File: src/rtl/store_wb_buffer_pkg.sv
// Shared types for the post-retire store write buffer.
// WB_DEPTH defaults through a `define so the whole slice can be resized from the build line.
`ifndef WB_DEPTH
`define WB_DEPTH 8
`endif

package store_wb_buffer_pkg;

  localparam int XLEN = 32;

  typedef struct packed {
    logic [XLEN-1:0] addr;
    logic [XLEN-1:0] data;
    logic [3:0]      usebytes;
  } SQ_ENTRY_PACKET;

  typedef enum logic [1:0] {WB_IDLE, WB_REQ, WB_WAIT} WB_STATE;

  // Lane 0 is the youngest retire lane, so it is the first to be held back.
  function automatic logic [2:0] stall_from_free(input int free);
    if (free >= 3)      return 3'b000;
    else if (free == 2) return 3'b001;
    else if (free == 1) return 3'b011;
    else                return 3'b111;
  endfunction

  function automatic logic word_match(input logic [XLEN-1:0] a, input logic [XLEN-1:0] b);
    return ((a ^ b) >> 2) == '0;
  endfunction

endpackage

File: src/rtl/store_wb_buffer_if.sv
// Retire-side, load-forwarding and D-cache write-port signals of the store write buffer.
// The buffer itself connects through the slave modport.
interface store_wb_buffer_if;
  import store_wb_buffer_pkg::*;

  logic [2:0]           wb_in_valid;
  SQ_ENTRY_PACKET [2:0] wb_in;
  logic [2:0]           wb_stall;
  logic [XLEN-1:0]      ld_addr;
  logic [3:0]           ld_usebytes;
  logic [XLEN-1:0]      ld_data;
  logic                 ld_stall;
  logic                 dc_req_valid;
  logic [XLEN-1:0]      dc_req_addr;
  logic [XLEN-1:0]      dc_req_data;
  logic [3:0]           dc_req_usebytes;
  logic                 dc_accept;
  logic                 dc_done;
  logic                 wb_empty;

  modport master (
    output wb_in_valid, wb_in, ld_addr, dc_accept, dc_done,
    input  wb_stall, ld_usebytes, ld_data, ld_stall,
           dc_req_valid, dc_req_addr, dc_req_data, dc_req_usebytes, wb_empty
  );

  modport slave (
    input  wb_in_valid, wb_in, ld_addr, dc_accept, dc_done,
    output wb_stall, ld_usebytes, ld_data, ld_stall,
           dc_req_valid, dc_req_addr, dc_req_data, dc_req_usebytes, wb_empty
  );
endinterface

File: src/rtl/store_wb_buffer_fwd_match.sv
// Age-ordered byte select over the valid write-buffer entries for load forwarding.
// Only instantiated when WB_FORWARD_EN is defined.
module wb_fwd_match
  import store_wb_buffer_pkg::*;
#(
  parameter int WB_DEPTH = `WB_DEPTH,
  parameter int WB_IDX_W = $clog2(WB_DEPTH)
) (
  input  SQ_ENTRY_PACKET      entries [WB_DEPTH],
  input  logic [WB_IDX_W-1:0] head,
  input  logic [WB_IDX_W:0]   count,
  input  logic [XLEN-1:0]     ld_addr,
  output logic [3:0]          usebytes,
  output logic [XLEN-1:0]     data
);

  SQ_ENTRY_PACKET      aged [WB_DEPTH];
  logic [WB_DEPTH-1:0] hit;

  // aged[0] is the head (oldest); higher indices are younger.
  for (genvar gi = 0; gi < WB_DEPTH; gi++) begin : g_age
    assign aged[gi] = entries[head + WB_IDX_W'(gi)];
    assign hit[gi]  = ((WB_IDX_W+1)'(gi) < count) && word_match(aged[gi].addr, ld_addr);
  end

  // Later (younger) matches overwrite earlier ones byte by byte.
  always_comb begin
    usebytes = '0;
    data     = '0;
    for (int k = 0; k < WB_DEPTH; k++) begin
      for (int b = 0; b < 4; b++) begin
        if (hit[k] && aged[k].usebytes[b]) begin
          usebytes[b]    = 1'b1;
          data[8*b +: 8] = aged[k].data[8*b +: 8];
        end
      end
    end
  end

endmodule

File: src/rtl/store_wb_buffer.sv
// Post-retire store write buffer: 3-lane enqueue FIFO, single-store D-cache drain FSM, load forwarding.
// WB_FORWARD_EN selects byte forwarding; without it a matching load is stalled instead.
module store_wb_buffer
  import store_wb_buffer_pkg::*;
#(
  parameter int WB_DEPTH = `WB_DEPTH,
  parameter int WB_IDX_W = $clog2(WB_DEPTH)
) (
  input logic              clock,
  input logic              reset,
  store_wb_buffer_if.slave bus
);

  SQ_ENTRY_PACKET      entries [WB_DEPTH];
  SQ_ENTRY_PACKET      head_entry;
  logic [WB_IDX_W-1:0] head_reg, tail_reg;
  logic [WB_IDX_W:0]   count_reg, count_next, free;
  WB_STATE             state_reg, state_next;
  logic [2:0]          lane_we;
  logic [1:0]          lane_off [3];
  logic [1:0]          n_enq;
  logic [WB_IDX_W-1:0] lane_slot [3];
  logic                pop;

  assign head_entry   = entries[head_reg];
  assign free         = (WB_IDX_W+1)'(WB_DEPTH) - count_reg;
  assign bus.wb_stall = stall_from_free(int'(free));
  assign lane_we      = bus.wb_in_valid & ~bus.wb_stall;
  assign pop          = ((state_reg == WB_REQ) && bus.dc_accept && bus.dc_done) ||
                        ((state_reg == WB_WAIT) && bus.dc_done);
  assign count_next   = count_reg + (WB_IDX_W+1)'(n_enq) - (WB_IDX_W+1)'(pop);

  // Lanes pack into consecutive slots in the order 2, 1, 0.
  always_comb begin
    lane_off[2] = 2'd0;
    lane_off[1] = {1'b0, lane_we[2]};
    lane_off[0] = lane_off[1] + {1'b0, lane_we[1]};
    n_enq       = lane_off[0] + {1'b0, lane_we[0]};
  end

  for (genvar gi = 0; gi < 3; gi++) begin : g_lane
    assign lane_slot[gi] = tail_reg + WB_IDX_W'(lane_off[gi]);
  end

  always_ff @(posedge clock) begin
    for (int l = 0; l < 3; l++) begin
      if (lane_we[l]) entries[lane_slot[l]] <= bus.wb_in[l];
    end
  end

  always_ff @(posedge clock or posedge reset) begin
    if (reset) begin
      head_reg  <= '0;
      tail_reg  <= '0;
      count_reg <= '0;
    end else begin
      head_reg  <= head_reg + WB_IDX_W'(pop);
      tail_reg  <= tail_reg + WB_IDX_W'(n_enq);
      count_reg <= count_next;
    end
  end

  always_ff @(posedge clock or posedge reset) begin
    if (reset) state_reg <= WB_IDLE;
    else       state_reg <= state_next;
  end

  always_comb begin
    state_next = state_reg;
    case (state_reg)
      WB_IDLE: if (count_reg != '0) state_next = WB_REQ;
      WB_REQ: begin
        if (pop)                state_next = (count_next != '0) ? WB_REQ : WB_IDLE;
        else if (bus.dc_accept) state_next = WB_WAIT;
      end
      WB_WAIT: if (pop) state_next = (count_next != '0) ? WB_REQ : WB_IDLE;
      default: state_next = WB_IDLE;
    endcase
  end

  // Request fields are zeroed outside REQ so nothing stale leaks after reset.
  always_comb begin
    bus.dc_req_valid    = 1'b0;
    bus.dc_req_addr     = '0;
    bus.dc_req_data     = '0;
    bus.dc_req_usebytes = '0;
    if (state_reg == WB_REQ) begin
      bus.dc_req_valid    = 1'b1;
      bus.dc_req_addr     = head_entry.addr;
      bus.dc_req_data     = head_entry.data;
      bus.dc_req_usebytes = head_entry.usebytes;
    end
    bus.wb_empty = (count_reg == '0) && (state_reg == WB_IDLE);
  end

`ifdef WB_FORWARD_EN
  wb_fwd_match #(
    .WB_DEPTH (WB_DEPTH),
    .WB_IDX_W (WB_IDX_W)
  ) u_fwd (
    .entries  (entries),
    .head     (head_reg),
    .count    (count_reg),
    .ld_addr  (bus.ld_addr),
    .usebytes (bus.ld_usebytes),
    .data     (bus.ld_data)
  );
  assign bus.ld_stall = 1'b0;
`else
  logic [WB_DEPTH-1:0] word_hit;

  for (genvar gi = 0; gi < WB_DEPTH; gi++) begin : g_hit
    logic [WB_IDX_W-1:0] idx;
    assign idx          = head_reg + WB_IDX_W'(gi);
    assign word_hit[gi] = ((WB_IDX_W+1)'(gi) < count_reg) &&
                          word_match(entries[idx].addr, bus.ld_addr);
  end

  assign bus.ld_stall    = |word_hit;
  assign bus.ld_usebytes = '0;
  assign bus.ld_data     = '0;
`endif

  a_no_stalled_enqueue: assert property (@(posedge clock) disable iff (reset)
    (bus.wb_in_valid & bus.wb_stall) == 3'b000);

endmodule

File: src/flat_wrapper.sv
// flat-port wrapper written by rule: the top's interface ports become plain ports
module store_wb_buffer_flat import store_wb_buffer_pkg::*;
#(
  parameter int WB_DEPTH = `WB_DEPTH,
  parameter int WB_IDX_W = $clog2(WB_DEPTH)
)
  (clock, reset, bus_wb_in_valid, bus_wb_in, bus_ld_addr, bus_dc_accept, bus_dc_done, bus_wb_stall, bus_ld_usebytes, bus_ld_data, bus_ld_stall, bus_dc_req_valid, bus_dc_req_addr, bus_dc_req_data, bus_dc_req_usebytes, bus_wb_empty);
  store_wb_buffer_if bus_i ();
  input logic clock;
  input logic reset;
  input wire logic [$bits(bus_i.wb_in_valid)-1:0] bus_wb_in_valid;
  input wire logic [$bits(bus_i.wb_in)-1:0] bus_wb_in;
  input wire logic [$bits(bus_i.ld_addr)-1:0] bus_ld_addr;
  input wire logic [$bits(bus_i.dc_accept)-1:0] bus_dc_accept;
  input wire logic [$bits(bus_i.dc_done)-1:0] bus_dc_done;
  output wire logic [$bits(bus_i.wb_stall)-1:0] bus_wb_stall;
  output wire logic [$bits(bus_i.ld_usebytes)-1:0] bus_ld_usebytes;
  output wire logic [$bits(bus_i.ld_data)-1:0] bus_ld_data;
  output wire logic [$bits(bus_i.ld_stall)-1:0] bus_ld_stall;
  output wire logic [$bits(bus_i.dc_req_valid)-1:0] bus_dc_req_valid;
  output wire logic [$bits(bus_i.dc_req_addr)-1:0] bus_dc_req_addr;
  output wire logic [$bits(bus_i.dc_req_data)-1:0] bus_dc_req_data;
  output wire logic [$bits(bus_i.dc_req_usebytes)-1:0] bus_dc_req_usebytes;
  output wire logic [$bits(bus_i.wb_empty)-1:0] bus_wb_empty;
  assign bus_i.wb_in_valid = bus_wb_in_valid;
  assign bus_i.wb_in = bus_wb_in;
  assign bus_i.ld_addr = bus_ld_addr;
  assign bus_i.dc_accept = bus_dc_accept;
  assign bus_i.dc_done = bus_dc_done;
  assign bus_wb_stall = bus_i.wb_stall;
  assign bus_ld_usebytes = bus_i.ld_usebytes;
  assign bus_ld_data = bus_i.ld_data;
  assign bus_ld_stall = bus_i.ld_stall;
  assign bus_dc_req_valid = bus_i.dc_req_valid;
  assign bus_dc_req_addr = bus_i.dc_req_addr;
  assign bus_dc_req_data = bus_i.dc_req_data;
  assign bus_dc_req_usebytes = bus_i.dc_req_usebytes;
  assign bus_wb_empty = bus_i.wb_empty;
  store_wb_buffer #(.WB_DEPTH(WB_DEPTH), .WB_IDX_W(WB_IDX_W)) u_core (.clock(clock), .reset(reset), .bus(bus_i));
endmodule
File: config.mk
export PLATFORM = sky130hd
export DESIGN_NAME = store_wb_buffer_flat
export DESIGN_NICKNAME = d
export VERILOG_FILES = /design/src/rtl/store_wb_buffer_pkg.sv /design/src/rtl/store_wb_buffer_if.sv /design/src/rtl/store_wb_buffer_fwd_match.sv /design/src/rtl/store_wb_buffer.sv /design/src/flat_wrapper.sv
export SDC_FILE = /design/constraint.sdc
export NUM_CORES = 2
export LEC_CHECK = 0
export CAP_MARGIN = 20
export CORE_MARGIN = 5
export CORE_UTILIZATION = 40
export DETAILED_ROUTE_END_ITERATION = 8
export PLACE_DENSITY = 0.7
export SYNTH_ARGS = -nofsm -noshare
export SYNTH_HDL_FRONTEND = slang
export SYNTH_SLANG_ARGS = --single-unit
File: constraint.sdc
create_clock -name clock -period 5.8 [get_ports clock]
set_clock_uncertainty 0.05 [all_clocks]
set_input_delay 1.74 -clock clock [delete_from_list [all_inputs] [get_ports clock]]
set_output_delay 1.74 -clock clock [all_outputs]
set_load 0.005 [all_outputs]
==> summary.txt <==
Run status: finished, violations left
Violated checks: setup timing
Avg WL per Cell: 30.3 microns
Starting Density: 0.401
Fin area: 0.0543 sq mm
Global-route wire length before repair: 266000 microns
Mapped cell area: 0.0449 sq mm
Library cells used by synthesis: 80
Area leader, netlist: edfxtp_1
Routed WL: 187000 microns
Fraction of layout cells with a size suffix above 1: 0.202
Dpl hpwl: 134000 microns
Filler instances: 10200
Initial DRC count: 5059
Power Total: 41000 uW
Syn Area/Cell: 10.4 sq um
Sw Share: 0.464
Setup CP Type: in -> out
Seq/Total Area, Yosys: 0.370
Core ar.: 0.112 sq mm
Die ar.: 0.119 sq mm
Clock root cell: clkbuf_16
Buffers & Inverters on Critical Path: 4
Syn. warnings: 0
Die Wd: 345 microns
Pwr Density: 754 mW/mm^2
Top-area cell type share of the netlist area: 0.364
# clock sinks: 556
H-tree levels: 3
TritonCTS clock tree: yes
Combinational power share: 0.685
GPL Wtd Cong: 1.13
Upper clock frequency limit: 0.159 GHz
CP top delay family: buffers and inverters
Post-synth EDFFs: 544
Hold Crit Class: reg -> reg
DIE HEIGHT: 345 microns
Fin crit share: 1.09
Crit path largest cell delay: 0.58 ns
RSZ-0062 raised after global routing: true
CP startpoint kind: input port
Initial antenna violation count: 29
Row count: 123
Gr ovfl total: 0
Required @ worst endpoint: 4.01 ns
Worst-path maximum fanout: 5
Overall Global Routing Usage: 0.301
DR vias/cell: 6.20
Ports: 353
R2r setup slk: 1.15 ns
DRT Pass-1 Iters: 6
Dpl cell area: 0.0516 sq mm
Largest net degree at the start of global routing: 137
Setup crit end kind: output port
Switch Pwr: 19000 uW
Internal power: 21900 uW
Critical path data arrival time: 4.51 ns
Vias in the first global route: 36400
DR DRC count: 0
Max_cap viols: 0
Async SR Flop Fraction: 0.0216
Least-Margin Pin Slew: 1.11 ns
Skew-Pair Late Insertion Delay: 0.66 ns
Final setup violation count: 18
Clock network power share: 0.104
Min Tclk post-route: 6.30 ns
Slowest cell on the critical path: clkdlybuf4s50_1
Cells after Synth: 4320
Lkg Pwr: 0.0196 uW
Area delta synth->final: 20.9%
Count of final max-slew check failures: 0
Antenna-violating nets left: 0
Max reg flops: 544
Critical Path, Cell by Cell: clkdlybuf4s50_1 -> inv_1 -> buf_4 -> xnor2_1 -> nand4_1 -> or4_1 -> o22ai_1 -> a31oi_1 -> o211ai_1 -> buf_2
Reg power frac: 0.210
CTS max path bufs: 3
Max rail drop VDD: 0.000544 V
DR vias: 38400
Most frequent cell after synthesis: mux2i_1
Yosys reg bits: 556
Slew HR: 0.262
Nets@finish: 4889
Worst Slack Setup Final: -0.496 ns
TritonCTS Buffers: 69
Port Buffer Count: 314
Synth top area cells: edfxtp_1, mux2i_1, mux4_2
Primary FF master, synth: edfxtp_1
Commonest cells post-synth: mux2i_1, edfxtp_1, nor2_1
Worst-path clk slew: 0.06 ns
Hold Vio Cnt, Final: 0
## logic make-up after synthesis
group / share of synthesized area
multiplexers: 0.322
AND/OR/NAND/NOR: 0.0949
AO/OA/AOI/OAI: 0.104
buffers and inverters: 0.0668
flip-flops: 0.370
XOR/XNOR: 0.0356
adder cells (fa/ha/maj): 0.00646
other: 0.0000835
## placed cells by master (no fill, tap or decap), types with 13 or more instances in the layout
master | synthesis | final
mux2i_1 | 782 | 781
edfxtp_1 | 544 | 544
nor2_1 | 472 | 469
a21oi_1 | 405 | 405
buf_4 | 83 | 405
nand2_1 | 354 | 345
clkdlybuf4s50_1 | 0 | 308
mux4_2 | 288 | 289
o21ai_0 | 239 | 236
xnor2_1 | 165 | 154
clkbuf_16 | 0 | 69
buf_12 | 2 | 60
o22ai_1 | 51 | 50
nand4_1 | 37 | 37
conb_1 | 1 | 36
inv_1 | 38 | 35
nand3_1 | 24 | 22
and2_1 | 22 | 21
nor3_1 | 25 | 21
clkinv_1 | 10 | 18
nor4_1 | 23 | 18
a31oi_1 | 15 | 15
ha_1 | 16 | 15
clkbuf_1 | 304 | 14
diode_2 | 0 | 13
xor2_1 | 16 | 13
clkinv_2 | 0 | 13
## metrics by stage
| stage | cells | TNS (ns) | utilization | hold slack, ns | worst slack (ns) |
|---|---|---|---|---|---|
| 2_1_floorplan | 4355 | 0 | - | 0.472 | 0.00468 |
| 3_3_place_gp | 6036 | -1.18 | 0.461 | 0.578 | -1.18 |
| 3_5_place_dp | 6036 | -1.11 | 0.461 | 0.606 | -1.11 |
| 4_1_cts | 6171 | -3.66 | 0.483 | 0.616 | -0.462 |
| 5_1_grt | 6175 | -6.39 | 0.484 | 0.655 | -0.568 |
| 6_report | 6185 | -2.62 | 0.485 | 0.617 | -0.496 |
## path summary, 6_finish.rpt
check                      cells past startpoint           startpoint                   end
max in group asynchronous                      2                reset    u_core.head_reg[0]
max reg2reg                                   12  u_core.count_reg[1]  u_core.entries[5][8]
max                                           10      bus_ld_addr[21]          bus_ld_stall
min                                            2  u_core.state_reg[1]   u_core.state_reg[0]
min reg2reg                                    2  u_core.state_reg[1]   u_core.state_reg[0]
min in group asynchronous                      2                reset    u_core.tail_reg[1]
## what timing repair did
| item | CTS | global route |
|---|---|---|
| endpoints found under the setup margin | 20 | 18 |
| cloned | 1 | 0 |
| hold buffers | 0 | 0 |
| buffers inserted | 17 | 1 |
| pin swaps | 14 | 10 |
| gates resized for setup | 50 | 19 |
## worst min-delay path: cells and delay by family (launching register included)
| kind | cells | cell delay (ns) |
|---|---|---|
| flops | 1 | 0.38 |
| fa+ha+maj | 1 | 0.17 |
| compound gates | 1 | 0.07 |
## per-layer routing
metal	GRT usage	routed length (microns)	up-vias
li1	-	-	16600
met1	0.393	71800	19100
met2	0.492	87800	2259
met3	0.0654	18800	406
met4	0.119	8680	30
met5	0	175	-
## cell type report
| class | count | area, sq um | area share |
|---|---|---|---|
| antenna | 13 | 32.5 | 0.000599 |
| clock buffer | 83 | 1780 | 0.0328 |
| clock inverter | 34 | 357 | 0.00657 |
| inverter | 50 | 198 | 0.00364 |
| multi-input combinational | 3161 | 25900 | 0.477 |
| sequential | 556 | 16600 | 0.307 |
| tap | 1500 | 1880 | 0.0346 |
| timing repair buffer | 788 | 7520 | 0.138 |
## power groups by stage
stage / Sequential (uW) / Clock, uW / Combinational, uW
CTS: 8560 / 4330 / 27500
global placement: 8470 / 0 / 26800
detailed placement: 8620 / 0 / 26800
global route: 8780 / 4480 / 29000
finish: 8620 / 4280 / 28100
floorplan: 8270 / 0 / 14900
Note: power is estimated with default switching activity, not from simulation.
